===== src/rtl/bcd_counter_n.sv =====
// rtl/bcd_counter_n.sv - multi-digit BCD up/down counter with load, wrap/saturate and 7-segment decode
module bcd_counter_n #(
  parameter int NDIG     = 4,
  parameter bit SATURATE = 1'b0
) (
  input  logic              clk,
  input  logic              rst,
  input  logic              en,
  input  logic              up,
  input  logic              load,
  input  logic [4*NDIG-1:0] load_val,
  output logic [4*NDIG-1:0] bcd,
  output logic [7*NDIG-1:0] seg,
  output logic              tc
);

  logic [4*NDIG-1:0] bcd_step;
  logic [4*NDIG-1:0] load_clamped;
  logic              ripple;
  logic              at_max;
  logic              at_min;
  logic              limit;

  function automatic logic [6:0] seg7(input logic [3:0] d);
    case (d)
      4'd0:    seg7 = 7'h3F;
      4'd1:    seg7 = 7'h06;
      4'd2:    seg7 = 7'h5B;
      4'd3:    seg7 = 7'h4F;
      4'd4:    seg7 = 7'h66;
      4'd5:    seg7 = 7'h6D;
      4'd6:    seg7 = 7'h7D;
      4'd7:    seg7 = 7'h07;
      4'd8:    seg7 = 7'h7F;
      4'd9:    seg7 = 7'h6F;
      default: seg7 = 7'h00;
    endcase
  endfunction

  // Carry/borrow ripples from digit 0 upward; it survives only through 9s (up) or 0s (down).
  always_comb begin
    bcd_step     = bcd;
    load_clamped = load_val;
    ripple       = 1'b1;
    at_max       = 1'b1;
    at_min       = 1'b1;
    for (int i = 0; i < NDIG; i++) begin
      if (bcd[4*i +: 4] != 4'd9) at_max = 1'b0;
      if (bcd[4*i +: 4] != 4'd0) at_min = 1'b0;
      if (load_val[4*i +: 4] > 4'd9) load_clamped[4*i +: 4] = 4'd0;
      if (ripple) begin
        if (up) begin
          if (bcd[4*i +: 4] == 4'd9) begin
            bcd_step[4*i +: 4] = 4'd0;
          end else begin
            bcd_step[4*i +: 4] = bcd[4*i +: 4] + 4'd1;
            ripple = 1'b0;
          end
        end else begin
          if (bcd[4*i +: 4] == 4'd0) begin
            bcd_step[4*i +: 4] = 4'd9;
          end else begin
            bcd_step[4*i +: 4] = bcd[4*i +: 4] - 4'd1;
            ripple = 1'b0;
          end
        end
      end
    end
    limit = up ? at_max : at_min;
  end

  always_ff @(posedge clk) begin
    if (rst) begin
      bcd <= '0;
      tc  <= 1'b0;
    end else if (load) begin
      bcd <= load_clamped;
      tc  <= 1'b0;
    end else if (en) begin
      if (!(SATURATE && limit)) bcd <= bcd_step;
      tc <= limit;
    end else begin
      tc <= 1'b0;
    end
  end

  for (genvar g = 0; g < NDIG; g++) begin : g_seg
    assign seg[7*g +: 7] = seg7(bcd[4*g +: 4]);
  end

endmodule


===== config.mk =====
export PLATFORM = sky130hd
export DESIGN_NAME = bcd_counter_n
export DESIGN_NICKNAME = d
export VERILOG_FILES = /design/src/rtl/bcd_counter_n.sv
export SDC_FILE = /design/constraint.sdc
export NUM_CORES = 1
export LEC_CHECK = 0
export ABC_CLOCK_PERIOD_IN_PS = 2500
export BUFFER_PORTS_ARGS = -buffer_cell sky130_fd_sc_hd__buf_4
export CAP_MARGIN = 40
export CORE_MARGIN = 2
export CORE_UTILIZATION = 50
export DETAILED_ROUTE_END_ITERATION = 8
export HOLD_SLACK_MARGIN = 0.02
export PLACE_DENSITY_LB_ADDON = 0.1
export SLEW_MARGIN = 20
export SYNTH_ARGS = -nofsm -noshare
export SYNTH_HDL_FRONTEND = slang
export SYNTH_SLANG_ARGS = --single-unit

===== constraint.sdc =====
create_clock -name clk -period 2.5 [get_ports clk]
set_input_delay 0.375 -clock clk [delete_from_list [all_inputs] [get_ports clk]]
set_output_delay 0.375 -clock clk [all_outputs]
set_load 0.01 [all_outputs]

==> Word level (Yosys, flattened, before mapping) <==
Memories as Yosys holds them, arrays and structs flattened. A register that Yosys moved wholly into a read port is not among the register bits.
Cells that the tools add are included.
{ "op_classes": {"add_sub_neg": 8, "n_lt_le_gt_ge": 4, "n_eq_ne": 8, "muxes": 49, "n_bitwise": 1, "n_reduce_logical": 16} }
{ "ops": {"columns": ["op", "count"], "rows": [
  ["two-way mux 4 bit", 27],
  ["two-way mux 16 bit", 2],
  ["two-way mux 1 bit", 20],
  ["adder 4 x 1 -> 4 bit (second input constant)", 4],
  ["equality test 4 bit (second input constant)", 4],
  ["> comparator 4 bit (second input constant)", 4],
  ["logical NOT 4 bit", 4],
  ["!= test 4 bit (second input constant)", 4],
  ["nonzero test 4 bit", 4],
  ["subtractor 4 x 1 -> 4 bit (second input constant)", 4],
  ["nonzero test 2 bit", 4],
  ["AND reduction 2 bit", 3],
  ["OR reduction 3 bit", 1],
  ["NOT 1 bit", 1]
]} }
{ "totals": {"reg_bits": 17, "romBits": 448, "input_bits": 21, "output_inout_bits": 45, "word_cells": 95, "mem_count": 4} }
{ "mem_list": {"columns": ["name", "depth", "word_bits", "rd", "rd_clocked_by_memory_dff", "write_ports", "line", "text"], "rows": [
  ["(no name shown)", 16, 7, 1, 1, 0, "25", "case (d)"],
  ["(no name shown)", 16, 7, 1, 1, 0, "25", null],
  ["(no name shown)", 16, 7, 1, 1, 0, "25", null],
  ["(no name shown)", 16, 7, 1, 1, 0, "25", null]
]} }

==> Logic depth before layout (Yosys ltp) <==
{ "depth": {"ltp_word": 10, "mapped_depth": 13, "mapped_depth_nobuf": 13} }

==> Worst setup path after synthesis <==
No wires, ideal clock.
{ "synth_path": {"path_type": "register -> register", "from": "register bcd[1]", "to": "register, netlist name seg[10]", "setup_ps": 71, "arrival_ps": 2728, "required_ps": 2429, "setup_slack_ps": -299, "stages_incl_launch_ff": 12, "path_buffers": 0, "synth_period_minus_slack_ps": 2799, "path_cell_list": "dfxtp_1 inv_1 ha_1 and3_1 o21ai_2 nor4_1 a311oi_2 nor2_1 inv_1 ha_1 mux2_1 a21oi_1"} }
{ "synth_via": {"elab_chain_len": 7, "word_cells_on_any_way": 9, "classes_between": "eq/ne: 1; mux: 5; reduce/logical: 3"} }
{ "synth_rtl": {"columns": ["item", "line", "text"], "rows": [
  ["start, declared", "12", "output logic [4*NDIG-1:0] bcd,"],
  ["start signal, assigned", "77", "bcd <= load_clamped;"],
  ["start signal, assigned", "80", "if (!(SATURATE && limit)) bcd <= bcd_step;"],
  ["equality test 4 bit / logical NOT 4 bit (equally long branches)", "53, 60", null],
  ["two-way mux 1 bit (on tied branches)", "53, 60", null],
  ["two-way mux 1 bit (*)", "52", "if (up) begin"],
  ["nonzero test 2 bit (no source line) (*)", null, null],
  ["AND reduction 2 bit (no source line) (*)", null, null],
  ["two-way mux 4 bit (no source line) (*) (2 in a row)", null, null]
]} }
Mark *: on every way between the ends. The rest lies on a longest branch, timed or not.
A chain may end at the register's enable or synchronous reset.

==> Worst setup path after layout <==
{ "layout_path": {"from": "register bcd[4]", "to": "register, netlist name seg[25]"} }
{ "layout_via": {"elab_chain_len": 9, "word_cells_on_any_way": 11, "classes_between": "eq/ne: 1; mux: 7; reduce/logical: 3"} }
{ "layout_rtl": {"columns": ["item", "line", "text"], "rows": [
  ["equality test 4 bit / logical NOT 4 bit (equally long branches)", "53, 60", null],
  ["two-way mux 1 bit (on tied branches)", "53, 60", null],
  ["two-way mux 1 bit (*)", "52", null],
  ["two-way mux 1 bit (*) (2 in a row)", "51", "if (ripple) begin"],
  ["nonzero test 2 bit (no source line) (*)", null, null],
  ["AND reduction 2 bit (no source line) (*)", null, null],
  ["two-way mux 4 bit (no source line) (*) (2 in a row)", null, null]
]} }
Marks and branches as above.

==> impl_metrics.ini <==
[clock_network]
cts.sinks = 45
clock_buffer_count_from_cts = 5
clock_latency_ns = 0.31
clk_transition_reported_paths_ns = 0.08
tritoncts = yes
h-tree-depth = 2
root_buffer = clkbuf_8
cts.path.max_buffers = 2

[power]
final_total_pwr_mw = 1.999
static_leakage_power_nw = 1.940
power_per_cell_area_nw_per_um2 = 445.2
sequentialPowerShare_pct = 40.9
power_frac_clock_pct = 23.8
netSwitchingFraction_pct = 32.38
p_sw_mw = 0.6473
comb_power_share_pct = 35.3
max-vdd-ir-drop_mv = 0.3471
cellInternalPower_mw = 1.352

[routing]
drt_pass1_iterations = 4
drtAntennaViolNets = 0
dr_total_vias = 3282
via_per_inst = 5.620
route.detailed.drc = 0
detailed_route_wl_um = 8585
drtIter0Drc = 202
avgRoutedWirePerCell_um = 14.70

[place]
dp.cells = 565
port_buffers = 65
dp_hpwl_um = 6244
place_ws_ns = -0.03934
dpl-instance-area_sq_um = 4094
place.gp.congestion = 0.8822

[final_layout]
net_total_in_the_final_layout = 557
antennaDiodeCount = 0
finish.cell_count_without_fillers = 584
final_layout_size_suffix_gt1_share_pct = 37.08
fin_util_pct = 70.72
area_growth_pct = 37.35
final_non_filler_cell_area_sq_um = 4491

[logic_synthesis]
synth_top_area_cell = dfxtp_1
synth.most_common_cell = dfxtp_1
yosys_warnings = 0
synth-edff-count = 0
yosysSeqAreaShare_pct = 27.55
syn_avg_cell_area_sq_um = 8.073
number_of_flip_flops_and_latches_in_the_synthesized_netlist = 45
async_reset_ff_share_pct = 0
mappedNetlistArea_sq_um = 3269
synth.distinct_cells = 73
synthTopCellsByArea = dfxtp_1 (28%), ha_1 (11%), a21oi_1 (3.8%)
synth_top_area_share_pct = 27.55
synth.net_count = 456
postSynthCellCount = 405
yosys-top-cells-count = dfxtp_1 (45), ha_1 (30), nand2_1 (30), nor2_1 (30), inv_1 (28)
synth_flop_cell = dfxtp_1

[outcome]
status = complete, but fails checks
violations = negative setup slack

[die]
row_count = 29
starting_density_of_the_core_pct = 51.49
die_h_um = 84.86
die_area_sq_um = 7201
die-width_um = 84.86
num_io_pins = 66
placeableCoreArea_sq_um = 6350

[critical_path]
cp_slowest_stage_delay_ns = 0.41
critical-path-slowest-cell = or3b_4
critPathLaunchType = register
arrival_ns = 2.73
timing.setup.critical_path_class = register to register
crit_path_max_fanout = 4
cp_num_buf_inv = 3
cell_chain_of_the_critical_path = inv_4, ha_4, or3b_4, a21oi_2, nand2_2, o311ai_4, a21oi_2, buf_6, buf_4, ha_4, mux2i_1, o21ai_1
worstPathRequired_ns = 2.70
register_to_register_setup_slack_ns = -0.04
crit_family = compound AO/OA/AOI/OAI gates
cp-end-kind = register

[worst_hold_path]
hold_class = input port to register

[global_routing]
largest_net_degree_at_the_start_of_global_routing = 23
antenna_found_initial = 0
grt_use_total_pct = 22.83
first_global_vias = 3053
gr-total-overflow = 0
global_route_wire_length_before_repair_um = 13560

[timing]
relSlewSlack_pct = 59.38
timing_hold_violations_final = 0
layout_min_cycle_time_ns = 2.539
finalSetupViolCount = 1
maximum_clock_frequency_mhz = 393.9
finalCritPeriodShare_pct = 101.6
finalClockSkew_ns = 0.008583
tightest_slew_ns = 0.6053
timing_max_transition_violations_final = 0
finalHoldWorstSlack_ns = 0.3903
timing.setup.tns_ns = -0.03891
rsz0062_at_grt = yes
fin_ws_ns = -0.03891

[job]
cap_viol_max_count = 0
[final timing paths]
kind	to	cells past startpoint	start
worst max-delay path	seg[25]$_DFF_P_	12	bcd[4]$_SDFFE_PP0N_
worst min-delay path	bcd[9]$_SDFFE_PP0N_	3	load_val[9]
worst max register to register	seg[25]$_DFF_P_	12	bcd[4]$_SDFFE_PP0N_
worst min register to register	bcd[9]$_SDFFE_PP0N_	2	bcd[9]$_SDFFE_PP0N_
[tightest hold or removal path, stage by stage]
cell and delay (ns):
buf_4 0.09, nand2_1 0.09, nand3_1 0.09
[power groups by stage]
stage	clock, mW	sequential, mW	combinational (mW)
after global placement	0	0.832	0.617
after global routing	0.521	0.824	0.770
final	0.476	0.818	0.706
after detailed placement	0	0.833	0.628
after CTS	0.492	0.817	0.632
after floorplan	0	0.867	0.340
[state kept, by name (all words and copies together) (netlist names)]
name	cells
tc	1
bcd	16
seg	28
[timing repair]
action                                  CTS  global route
hold buffers                              0             0
gates cloned                              0             0
pin swaps                                 0            25
gates resized for setup                   2            45
setup buffers                             0            11
endpoints found under the setup margin    2            21
[cells by family (layout without fill, tap and decap cells)]
logic type,Yosys count,count (layout),share of synthesized area (%)
AND/OR/NAND/NOR,132,132,21.62
AO/OA/AOI/OAI,118,118,25.26
buffers and inverters,57,159,7.271
flip-flops,45,45,27.55
adder cells (fa/ha/maj),30,30,11.48
multiplexers,12,12,3.865
XOR/XNOR,11,11,2.947
[cells in the final DEF, fill, tap and decap left out, types with 3 or more instances in the layout]
cell      instances
o21a_1            3
nor4_1            4
or2_2             3
a211oi_1          3
xnor2_1           7
ha_4              8
o21ai_1          12
nand4_1           3
a32o_1            3
nand3_1          13
o21ai_0          16
o21bai_1          4
inv_4             3
o22ai_1           5
a21oi_2           6
nor3_1           10
nand2_1          29
buf_6             3
dfxtp_1          41
xor2_1            4
mux2_1            3
mux2i_1           7
a31oi_1           7
inv_2             9
nor2b_1           5
clkbuf_8          6
nor2_1           28
nand3b_1          3
nand2b_1          5
ha_1             20
inv_1            21
o211ai_1          7
buf_4           113
a21o_1            3
a21oi_1          22
[metal layers]
layer	track usage, %	wire length (um)	vias to the layer above
li1	-	-	1649
met1	30.50	3981	1542
met5	0	0	-
met4	7.648	74	0
met3	3.988	488	8
met2	37.44	4041	83
[cell type report]
type                       instances  area, sq um
clock buffer                       8        90.09
fill                             520         1859
inverter                          34        136.4
multi-input combinational        303         2355
sequential                        45        910.9
tap                               77        96.34
timing repair buffer             117        902.1
Power figures use the tool's default switching activity.
